$ cat src/rtl/rs422_pkg.sv
// Shared types and constants for the RS422 link scheduler.
package rs422_pkg;

    localparam int unsigned CMD_W = 32;

    localparam logic [1:0] MODE_IDLE = 2'd0;
    localparam logic [1:0] MODE_CHK  = 2'd1;
    localparam logic [1:0] MODE_HDLC = 2'd2;

    typedef enum logic [2:0] {
        StIdle,
        StChkRun,
        StHLoad,
        StHRun,
        StGap
    } sched_state_e;

endpackage

$ cat src/rtl/rs422_cmd_fifo.sv
// Synchronous command FIFO; pointers carry an extra wrap bit to tell full from empty.
module rs422_cmd_fifo #(
    parameter int unsigned DEPTH = 4,
    parameter int unsigned WIDTH = 32
) (
    input  logic                   clk,
    input  logic                   rstn,
    input  logic                   push,
    input  logic [WIDTH-1:0]       wdata,
    input  logic                   pop,
    output logic [WIDTH-1:0]       rdata,
    output logic                   full,
    output logic                   empty,
    output logic [$clog2(DEPTH):0] level
);
    localparam int unsigned AW = $clog2(DEPTH);

    logic [WIDTH-1:0] mem_q [DEPTH];
    logic [AW:0]      wr_ptr_q;
    logic [AW:0]      rd_ptr_q;

    always_ff @(posedge clk or negedge rstn) begin
        if (!rstn) begin
            wr_ptr_q <= '0;
            rd_ptr_q <= '0;
        end else begin
            if (push && !full) wr_ptr_q <= wr_ptr_q + 1'b1;
            if (pop && !empty) rd_ptr_q <= rd_ptr_q + 1'b1;
        end
    end

    always_ff @(posedge clk) begin
        if (push && !full) mem_q[wr_ptr_q[AW-1:0]] <= wdata;
    end

    assign rdata = mem_q[rd_ptr_q[AW-1:0]];
    assign empty = (wr_ptr_q == rd_ptr_q);
    assign full  = (wr_ptr_q[AW] != rd_ptr_q[AW]) && (wr_ptr_q[AW-1:0] == rd_ptr_q[AW-1:0]);
    assign level = wr_ptr_q - rd_ptr_q;

endmodule

$ cat src/rtl/rs422_link_sched.sv
// Arbitrates the RS422 link between self-check runs and queued HDLC frames.
// Optional run timeout is enabled by defining RS422_SCHED_TIMEOUT_EN.
module rs422_link_sched
    import rs422_pkg::*;
#(
    parameter int unsigned FIFO_DEPTH  = 4,
    parameter int unsigned INTER_GAP   = 16,
    parameter int unsigned TIMEOUT_CYC = 65535
) (
    input  logic                        clk,
    input  logic                        rstn,
    input  logic                        cmd_valid,
    input  logic [CMD_W-1:0]            cmd_word,
    output logic                        cmd_ready,
    input  logic                        chk_req,
    input  logic                        chk_done,
    input  logic                        hdlc_tx_done,
    input  logic                        hdlc_rx_done,
    input  logic                        err_clr,
    output logic                        chk_start,
    output logic                        hdlc_start,
    output logic [CMD_W-1:0]            hdlc_cmd,
    output logic                        eng_abort,
    output logic [1:0]                  mode,
    output logic                        busy,
    output logic [$clog2(FIFO_DEPTH):0] fifo_level,
    output logic [15:0]                 frame_cnt,
    output logic                        err_ovf,
    output logic                        err_tmo
);
    localparam logic [7:0] GAP_LAST = 8'(INTER_GAP - 1);

    sched_state_e     state_q, state_d;
    logic             fifo_push, fifo_pop, fifo_full, fifo_empty;
    logic [CMD_W-1:0] fifo_head;
    logic             rdy_en_q, chk_pend_q, tx_seen_q, rx_seen_q, hdlc_start_q, err_ovf_q;
    logic [CMD_W-1:0] hdlc_cmd_q;
    logic [15:0]      frame_cnt_q;
    logic [7:0]       gap_cnt_q;
    logic             tx_got, rx_got, frame_done, abort, tmo_hit;

    // Held low for the first cycle after reset so every output reads 0 while in reset.
    assign cmd_ready = rdy_en_q & ~fifo_full;
    assign fifo_push = cmd_valid & cmd_ready;

    rs422_cmd_fifo #(
        .DEPTH (FIFO_DEPTH),
        .WIDTH (CMD_W)
    ) u_cmd_fifo (
        .clk   (clk),
        .rstn  (rstn),
        .push  (fifo_push),
        .wdata (cmd_word),
        .pop   (fifo_pop),
        .rdata (fifo_head),
        .full  (fifo_full),
        .empty (fifo_empty),
        .level (fifo_level)
    );

    assign tx_got = tx_seen_q | hdlc_tx_done;
    assign rx_got = rx_seen_q | hdlc_rx_done;

    always_comb begin
        state_d    = state_q;
        fifo_pop   = 1'b0;
        chk_start  = 1'b0;
        frame_done = 1'b0;
        abort      = 1'b0;
        unique case (state_q)
            StIdle: begin
                if (chk_pend_q) begin
                    chk_start = 1'b1;
                    state_d   = StChkRun;
                end else if (!fifo_empty) begin
                    fifo_pop = 1'b1;
                    state_d  = StHLoad;
                end
            end
            StChkRun: begin
                if (chk_done) begin
                    state_d = StGap;
                end else if (tmo_hit) begin
                    abort   = 1'b1;
                    state_d = StGap;
                end
            end
            StHLoad: state_d = StHRun;
            StHRun: begin
                if (tx_got && rx_got) begin
                    frame_done = 1'b1;
                    state_d    = StGap;
                end else if (tmo_hit) begin
                    abort   = 1'b1;
                    state_d = StGap;
                end
            end
            StGap: begin
                if (gap_cnt_q == GAP_LAST) state_d = StIdle;
            end
            default: state_d = StIdle;
        endcase
    end

    always_ff @(posedge clk or negedge rstn) begin
        if (!rstn) begin
            state_q      <= StIdle;
            rdy_en_q     <= 1'b0;
            chk_pend_q   <= 1'b0;
            tx_seen_q    <= 1'b0;
            rx_seen_q    <= 1'b0;
            hdlc_start_q <= 1'b0;
            hdlc_cmd_q   <= '0;
            frame_cnt_q  <= '0;
            gap_cnt_q    <= '0;
            err_ovf_q    <= 1'b0;
        end else begin
            state_q      <= state_d;
            rdy_en_q     <= 1'b1;
            chk_pend_q   <= chk_req | (chk_pend_q & ~chk_start);
            hdlc_start_q <= (state_q == StHLoad);
            if (fifo_pop) hdlc_cmd_q <= fifo_head;
            if (frame_done) frame_cnt_q <= frame_cnt_q + 16'd1;
            gap_cnt_q    <= (state_q == StGap) ? gap_cnt_q + 8'd1 : 8'd0;
            // Done latches live only while a frame is in flight.
            tx_seen_q    <= (state_q == StHRun) && (state_d == StHRun) && tx_got;
            rx_seen_q    <= (state_q == StHRun) && (state_d == StHRun) && rx_got;
            err_ovf_q    <= err_clr ? 1'b0 : (err_ovf_q | (cmd_valid & fifo_full));
        end
    end

`ifdef RS422_SCHED_TIMEOUT_EN
    localparam int unsigned TW = $clog2(TIMEOUT_CYC + 1);

    logic [TW-1:0] tmo_cnt_q;
    logic          err_tmo_q;
    logic          run_state;

    assign run_state = (state_q == StChkRun) || (state_q == StHRun);
    assign tmo_hit   = run_state && (tmo_cnt_q == TW'(TIMEOUT_CYC - 1));

    always_ff @(posedge clk or negedge rstn) begin
        if (!rstn) begin
            tmo_cnt_q <= '0;
            err_tmo_q <= 1'b0;
        end else begin
            tmo_cnt_q <= run_state ? tmo_cnt_q + 1'b1 : '0;
            err_tmo_q <= err_clr ? 1'b0 : (err_tmo_q | abort);
        end
    end

    assign err_tmo = err_tmo_q;
`else
    // Constant 0; the term keeps TIMEOUT_CYC referenced in the default build.
    assign tmo_hit = 1'b0 & (TIMEOUT_CYC != 0);
    assign err_tmo = 1'b0;
`endif

    always_comb begin
        mode = MODE_IDLE;
        if (state_q == StChkRun) mode = MODE_CHK;
        else if (state_q == StHLoad || state_q == StHRun) mode = MODE_HDLC;
    end

    assign busy       = (state_q != StIdle);
    assign hdlc_start = hdlc_start_q;
    assign hdlc_cmd   = hdlc_cmd_q;
    assign eng_abort  = abort;
    assign frame_cnt  = frame_cnt_q;
    assign err_ovf    = err_ovf_q;

endmodule

$ cat config.mk
export PLATFORM = sky130hd
export DESIGN_NAME = rs422_link_sched
export DESIGN_NICKNAME = d
export VERILOG_FILES = /design/src/rtl/rs422_pkg.sv /design/src/rtl/rs422_cmd_fifo.sv /design/src/rtl/rs422_link_sched.sv
export SDC_FILE = /design/constraint.sdc
export NUM_CORES = 1
export LEC_CHECK = 0
export ABC_AREA = 1
export CORE_ASPECT_RATIO = 1.1
export CORE_MARGIN = 8
export CORE_UTILIZATION = 35
export CTS_CLUSTER_DIAMETER = 100
export DETAILED_ROUTE_END_ITERATION = 8
export PLACE_DENSITY = 0.58
export SLEW_MARGIN = 0
export SYNTH_ARGS = -nofsm -noshare
export SYNTH_HDL_FRONTEND = slang
export SYNTH_HIERARCHICAL = 1
export SYNTH_SLANG_ARGS = --single-unit
$ cat constraint.sdc
create_clock -name clk -period 6.3 [get_ports clk]
set_input_delay 1.575 -clock clk [delete_from_list [all_inputs] [get_ports clk]]
set_output_delay 1.575 -clock clk [all_outputs]
set_load 0.01 [all_outputs]
**Word level (Yosys, flattened, before mapping)**

Memories as Yosys holds them, arrays and structs flattened. A register that Yosys moved wholly into a read port is not among the register bits.
Cells that the tools add are included.

- Equality and inequality tests: 9
- Bitwise logic cells: 10
- Reduce and logical (&&, ||, !) cells: 13
- Add/subtract/negate cells: 5
- Multiplexer cells: 19

Operators with widths:

| kind | number |
|---|---|
| adder 16 x 1 -> 16 bit, second input constant | 1 |
| two-way mux 3 bit | 5 |
| case mux 3 bit (5 select lines) | 1 |
| two-way mux 1 bit | 10 |
| == test 3 x 2 -> 1 bit, second input constant | 3 |
| adder 8 x 1 -> 8 bit, second input constant | 1 |
| == test 8 x 4 -> 1 bit, second input constant | 1 |
| two-way mux 8 bit | 1 |
| logical AND 1 bit | 7 |
| adder 3 x 1 -> 3 bit, second input constant | 2 |
| bitwise AND 1 bit | 4 |
| two-way mux 2 bit | 2 |
| bitwise OR 1 bit | 4 |
| == test 3 x 1 -> 1 bit, second input constant | 1 |
| == test 3 bit | 1 |
| == test 3 bit, second input constant | 1 |
| zero test 1 bit | 3 |
| zero test 3 bit | 1 |
| nonzero test 3 bit | 1 |
| subtractor 3 bit | 1 |
| == test 2 bit | 1 |
| inverter 1 bit | 2 |
| logical OR 1 bit | 1 |
| != test 1 bit | 1 |

- Memories: 1
- Flip-flop bits (word level): 39
- Bits in writable memories: 128

Memories:

| memory | words | bits a word | rd ports | clocked after Yosys merged registers in | wr ports | RTL line | text |
|---|---|---|---|---|---|---|---|
| u_cmd_fifo.mem_q | 4 | 32 | 1 | 1 | 1 | rs422_cmd_fifo.sv:18 | `logic [WIDTH-1:0] mem_q [DEPTH];` |

**Depth between registers and ports, before layout**

- Depth after elaboration: 8
- Depth in mapped cells: 14

**Modules after synthesis**

The synthesis kept the hierarchy.

Modules (own cells, without submodules):

| module | cells each | times used | area each (sq um) |
|---|---|---|---|
| rs422_cmd_fifo | 373 | 1 | 5,215.0 |
| rs422_link_sched | 362 | 1 | 2,950.3 |

**Least setup slack after synthesis**

No wires, ideal clock.

- Kind: input to register
- From: input port cmd_valid
- To: memory u_cmd_fifo.mem_q[0][0], enable pin
- Setup time: 0.421 ns
- Required time: 5.879 ns
- Setup slack: 2.433 ns
- Arrival time: 3.446 ns
- Stages on the path: 3
- Cell sequence: nor3b_1 > nand2_1 > nor2_1

- Cells in the longest elaborated chain, start to end: 4

Ends and longest elaborated chain:

| item | RTL line | text |
|---|---|---|
| start, declared | rs422_link_sched.sv:12 | `input logic cmd_valid,` |
| bitwise AND 1 bit | rs422_link_sched.sv:44 | `assign fifo_push = cmd_valid & cmd_ready;` |
| logical AND 1 bit | rs422_cmd_fifo.sv:33 | `if (push && !full) mem_q[wr_ptr_q[AW-1:0]] <= wdata;` |
| two-way mux 1 bit | rs422_cmd_fifo.sv:33 |  |
| two-way mux 1 bit (implied by the code) | rs422_cmd_fifo.sv:33 |  |
| end, declared | rs422_cmd_fifo.sv:18 |  |

Every way passes these cells.

**Worst setup path in the final report**

- From: register u_cmd_fifo.rd_ptr_q[1]
- To: output port cmd_ready

- Cells in the longest elaborated chain, start to end: 4

Ends and longest elaborated chain:

| item | RTL line | text |
|---|---|---|
| start, declared | rs422_cmd_fifo.sv:20 | `logic [AW:0] rd_ptr_q;` |
| start signal, assigned | rs422_cmd_fifo.sv:28 | `if (pop && !empty) rd_ptr_q <= rd_ptr_q + 1'b1;` |
| == test 2 bit | rs422_cmd_fifo.sv:38 | `assign full = (wr_ptr_q[AW] != rd_ptr_q[AW]) && (wr_ptr_q[AW-1:0] == rd_ptr_q[AW-1:0]);` |
| logical AND 1 bit | rs422_cmd_fifo.sv:38 |  |
| net fifo_full | rs422_link_sched.sv:34 | `logic fifo_push, fifo_pop, fifo_full, fifo_empty;` |
| inverter 1 bit | rs422_link_sched.sv:43 | `assign cmd_ready = rdy_en_q & ~fifo_full;` |
| bitwise AND 1 bit | rs422_link_sched.sv:43 |  |
| end, declared | rs422_link_sched.sv:14 | `output logic cmd_ready,` |

The timed path passes the listed nets, and every way through them passes these cells.

==> impl_summary.md <==
Min path
In this run the most critical hold path is launched from gap_cnt_q[0]. The path class of the tightest hold or removal check is reg -> reg.

Timing
The final count of pins violating max slew is 0. The post-layout worst setup margin is 2090 ps. Setup violations remaining at the end of the flow were counted as 0. Hold is met by 459 ps. The worst clock skew is 13.3 ps. The highest clock frequency the design can meet is 0.238 GHz. Setup repair after global routing left no endpoint under its margin.

The final period demand of the worst path is approximately 4200 ps. Headroom to the max-slew limit came out at 20.6%. The count of final hold-check violations is 0.

Adding up every negative setup slack in the final design gives 0 ps. The ratio of final minimum period to clock period is 66.8%. The slew at the pin with the worst max-slew slack is 1190 ps.

Yosys
Of the post-synthesis cell area, the dominant cell type holds roughly 47%. The simple-gate share of the synthesized area is ~16%. The share of the Yosys chip area taken by registers is 68.8%. Counting distinct cell types in the post-synthesis netlist gives 33. The compound-cell area share of the yosys netlist is 7.88%. Yosys instantiated no cell more often than sky130_fd_sc_hd__nand2_1. By area, the combinational part of the netlist is dominated by simple AND/OR/NAND/NOR gates. The average cell area after synthesis is approximately 11 um2. The commonest cells after synthesis are 185 x sky130_fd_sc_hd__nand2_1, 128 x sky130_fd_sc_hd__edfxtp_1, 96 x sky130_fd_sc_hd__nor2_1, 71 x sky130_fd_sc_hd__dfrtp_1, 49 x sky130_fd_sc_hd__o21ai_0. After Yosys synthesis, full adders, half adders and majority gates account for 1.62% of the synthesized area. The synthesized netlist occupies a cell area of just over 8000 um2. Sorting the synthesized cells by area gives the leading types as sky130_fd_sc_hd__edfxtp_1 47%, sky130_fd_sc_hd__dfrtp_1 22%, sky130_fd_sc_hd__nand2_1 8.5%, sky130_fd_sc_hd__nor2_1 4.4%, sky130_fd_sc_hd__o21ai_0 3.0%.

Measured against the total synthesized area, the mux share comes to 0%. The post-synthesis async set-or-reset flop share is 35.7%. In the synthesized netlist, the number of instances is 735. The number of enable-type register cells in the synthesized netlist is 128. The leading register cell type out of synthesis is sky130_fd_sc_hd__edfxtp_1.

The synthesized design contains 199 register bits. The synthesized netlist devotes under 10% of its cell area to XOR and XNOR gates. Yosys printed 6 warnings. The biggest area consumer among synthesized cells is sky130_fd_sc_hd__edfxtp_1.

Layout
The core occupancy in the finished layout is 43.7%. The final layout contains 874 nets. The layout overhead on the synthesized area is 22.2%.

In the final layout, the share of cells above drive strength 1 is between 6 and 7%.

Worst setup path
STA classifies the critical path startpoint as a flip-flop. The launch instance of the worst register-to-register path is u_cmd_fifo/rd_ptr_q[1]. Along the worst path, the maximum fanout reaches 34. The critical path's largest stage delay is 540 ps. The critical path endpoint category is a primary output. The arrival time reported for the critical path endpoint is 2640 ps. Data on the critical path is required at its endpoint by between 4000 and 5000 ps.

Traced cell by cell, the critical path runs through inv_2 > ha_1 > nand2_1 > clkinv_2 > nand3_2 > inv_1 > nor2_1 > clkdlybuf4s50_1. The critical path's slowest cell is sky130_fd_sc_hd__clkdlybuf4s50_1. The kind of cell with the highest combined delay along the critical path is buffers and inverters. The number of buffers and inverters on the critical path is 4. The startpoint of the worst setup timing path is u_cmd_fifo/rd_ptr_q[1]. The type of the worst setup path is reg -> out.

Global routing
The wire length of the first global-routing pass is 28.6 mm. The via count of the first global-routing pass is ~5500. In the global route stage, overall resource usage came out at 12.7%. The initial antenna violation count is 1. The total global routing overflow is 0.

The maximum number of pins on one net before global-route repair is 72.

Placement
The worst slack at placement is 2200 ps. The count of input and output buffers is 97. The congestion estimate from routability-driven global placement came to approximately 0.76.

The half-perimeter wire length after detailed placement is about 11 mm.

Clocking
The H-tree depth reported by CTS is 4. The clock drives 199 sinks. The clock passes through at most 2 buffers. The later-pin clock latency in the skew report is approximately 430 ps. TritonCTS built the clock tree. The CTS buffer count is 17. After clock tree synthesis, the clock-pin slew on the worst setup and hold paths is roughly 70 ps. The count of instances resized after the clock tree is built is 0. Post-CTS timing repair inserted 0 buffers for setup.

The number of buffers added to fix hold violations after cts is 0. The root buffer cell is sky130_fd_sc_hd__clkbuf_16.

Drt
The final wirelength is 17.8 mm. The number of nets with antenna violations after detailed routing is 0. The detailed router's first-iteration violation count is approximately 320.

The remaining design rule violation count is 0. The via count is 5379. The detailed-route vias per instance is roughly 4.7. The first TritonRoute pass finished after 5 iterations. The mean routed wirelength per cell is between 15 and 20 um.

Floorplan
After floorplanning, the core was divided into 58 placement rows. The die is 176 um tall. The region available for standard cell placement spans around 23000 um2. For this design the top-level I/O count stands at 100. For this configuration, the core starts out at a cell density of 35.7%. The die covers between 20000 and 30000 um2.

The width of the chip is 162 um.

Job
Across the run, the number of max-cap violations was 0.

Power and ir drop
The leakage power figure is 3.91 nW. The worst voltage drop across the vdd grid is 195 uV. Dividing total power by cell area gives a power density of 436 nW/um2.

Run status
The flow ran to the end, and the final reports show no timing, DRC or antenna violations.
-- routing by layer --
| metal | up-vias | part of all wire (%) | GRT usage (%) |
|---|---|---|---|
| li1 | 2663 | - | - |
| met1 | 2582 | 45 | 15.4 |
| met2 | 121 | 49 | 21.7 |
| met3 | 13 | 5.2 | 3.45 |
| met4 | 0 | 0.99 | 3.75 |
| met5 | - | 0 | 0 |
-- per-stage QoR --
step	total power, mW	cells	cell area (um2)
2_1_floorplan	2.66	736	8170
3_3_place_gp	3.23	1105	9330
3_5_place_dp	3.24	1105	9330
4_1_cts	4.41	1137	9980
5_1_grt	4.63	1138	9980
6_report	4.35	1138	9980
-- where the power goes --
| group | switching, mW | total (mW) | leakage (nW) | internal, mW |
|---|---|---|---|---|
| combinational | 0.824 | 1.39 | 1.53 | 0.563 |
| sequential | 0.141 | 1.80 | 2.07 | 1.65 |
| clock | 0.512 | 1.17 | 0.313 | 0.657 |
| total | 1.48 | 4.35 | 3.91 | 2.87 |
-- logic make-up after synthesis --
group / after synthesis
DFF: 199
xor gates and xnor gates: 9
adders and majority gates: 10
and+or+nand+nor: 316
other: 2
buffers and inverters: 79
AOI/OAI and AO/OA: 120
-- cell type report --
cell class | instances | area [um2]
Antenna cell | 1 | 2.50
Clock buffer | 18 | 439
Clock inverter | 14 | 203
Fill cell | 2181 | 12900
Inverter | 49 | 185
Multi-Input combinational cell | 458 | 2170
Sequential cell | 199 | 5620
Tap cell | 300 | 375
Timing Repair Buffer | 99 | 983
-- cells in the final DEF, fill, tap and decap left out, types with 17 or more instances in the layout --
| cell | count |
|---|---|
| sky130_fd_sc_hd__o22ai_1 | 32 |
| sky130_fd_sc_hd__clkbuf_16 | 17 |
| sky130_fd_sc_hd__inv_1 | 40 |
| sky130_fd_sc_hd__o21ai_1 | 30 |
| sky130_fd_sc_hd__nand2_1 | 185 |
| sky130_fd_sc_hd__nor2_1 | 93 |
| sky130_fd_sc_hd__edfxtp_1 | 128 |
| sky130_fd_sc_hd__dfrtp_1 | 70 |
| sky130_fd_sc_hd__clkdlybuf4s50_1 | 96 |
| sky130_fd_sc_hd__o21ai_0 | 49 |
-- worst reg2reg max path: stages, from the launching register on --
cell                       delay (ps)
sky130_fd_sc_hd__dfrtp_1          390
sky130_fd_sc_hd__inv_2            510
sky130_fd_sc_hd__ha_1             360
sky130_fd_sc_hd__nand2_1           90
sky130_fd_sc_hd__clkinv_2          60
sky130_fd_sc_hd__nand3_2          100
sky130_fd_sc_hd__inv_1             80
sky130_fd_sc_hd__nor3b_1          410
sky130_fd_sc_hd__nand2_1          320
sky130_fd_sc_hd__nor2_4           860
-- sequential cells by signal (all words and copies together) (netlist names) --
register and cells:
rx_seen_q 1, gap_cnt_q 8, rdy_en_q 1, chk_pend_q 1, u_cmd_fifo/mem_q 128, state_q 3, frame_cnt 16, err_ovf 1
hdlc_start 1, u_cmd_fifo/wr_ptr_q 3, hdlc_cmd 32, u_cmd_fifo/rd_ptr_q 3, tx_seen_q 1
-- worst paths after layout --
kind	to	slack (ps)	cells after the start
max	cmd_ready	2090	8
min	gap_cnt_q[0]	460	1
max reg2reg	u_cmd_fifo/mem_q[2][3]	2720	9
min reg2reg	gap_cnt_q[0]	460	1
max in group asynchronous	u_cmd_fifo/rd_ptr_q[0]	4340	1
min in group asynchronous	frame_cnt[9]	1260	1
(Power assumes the default switching activity.)
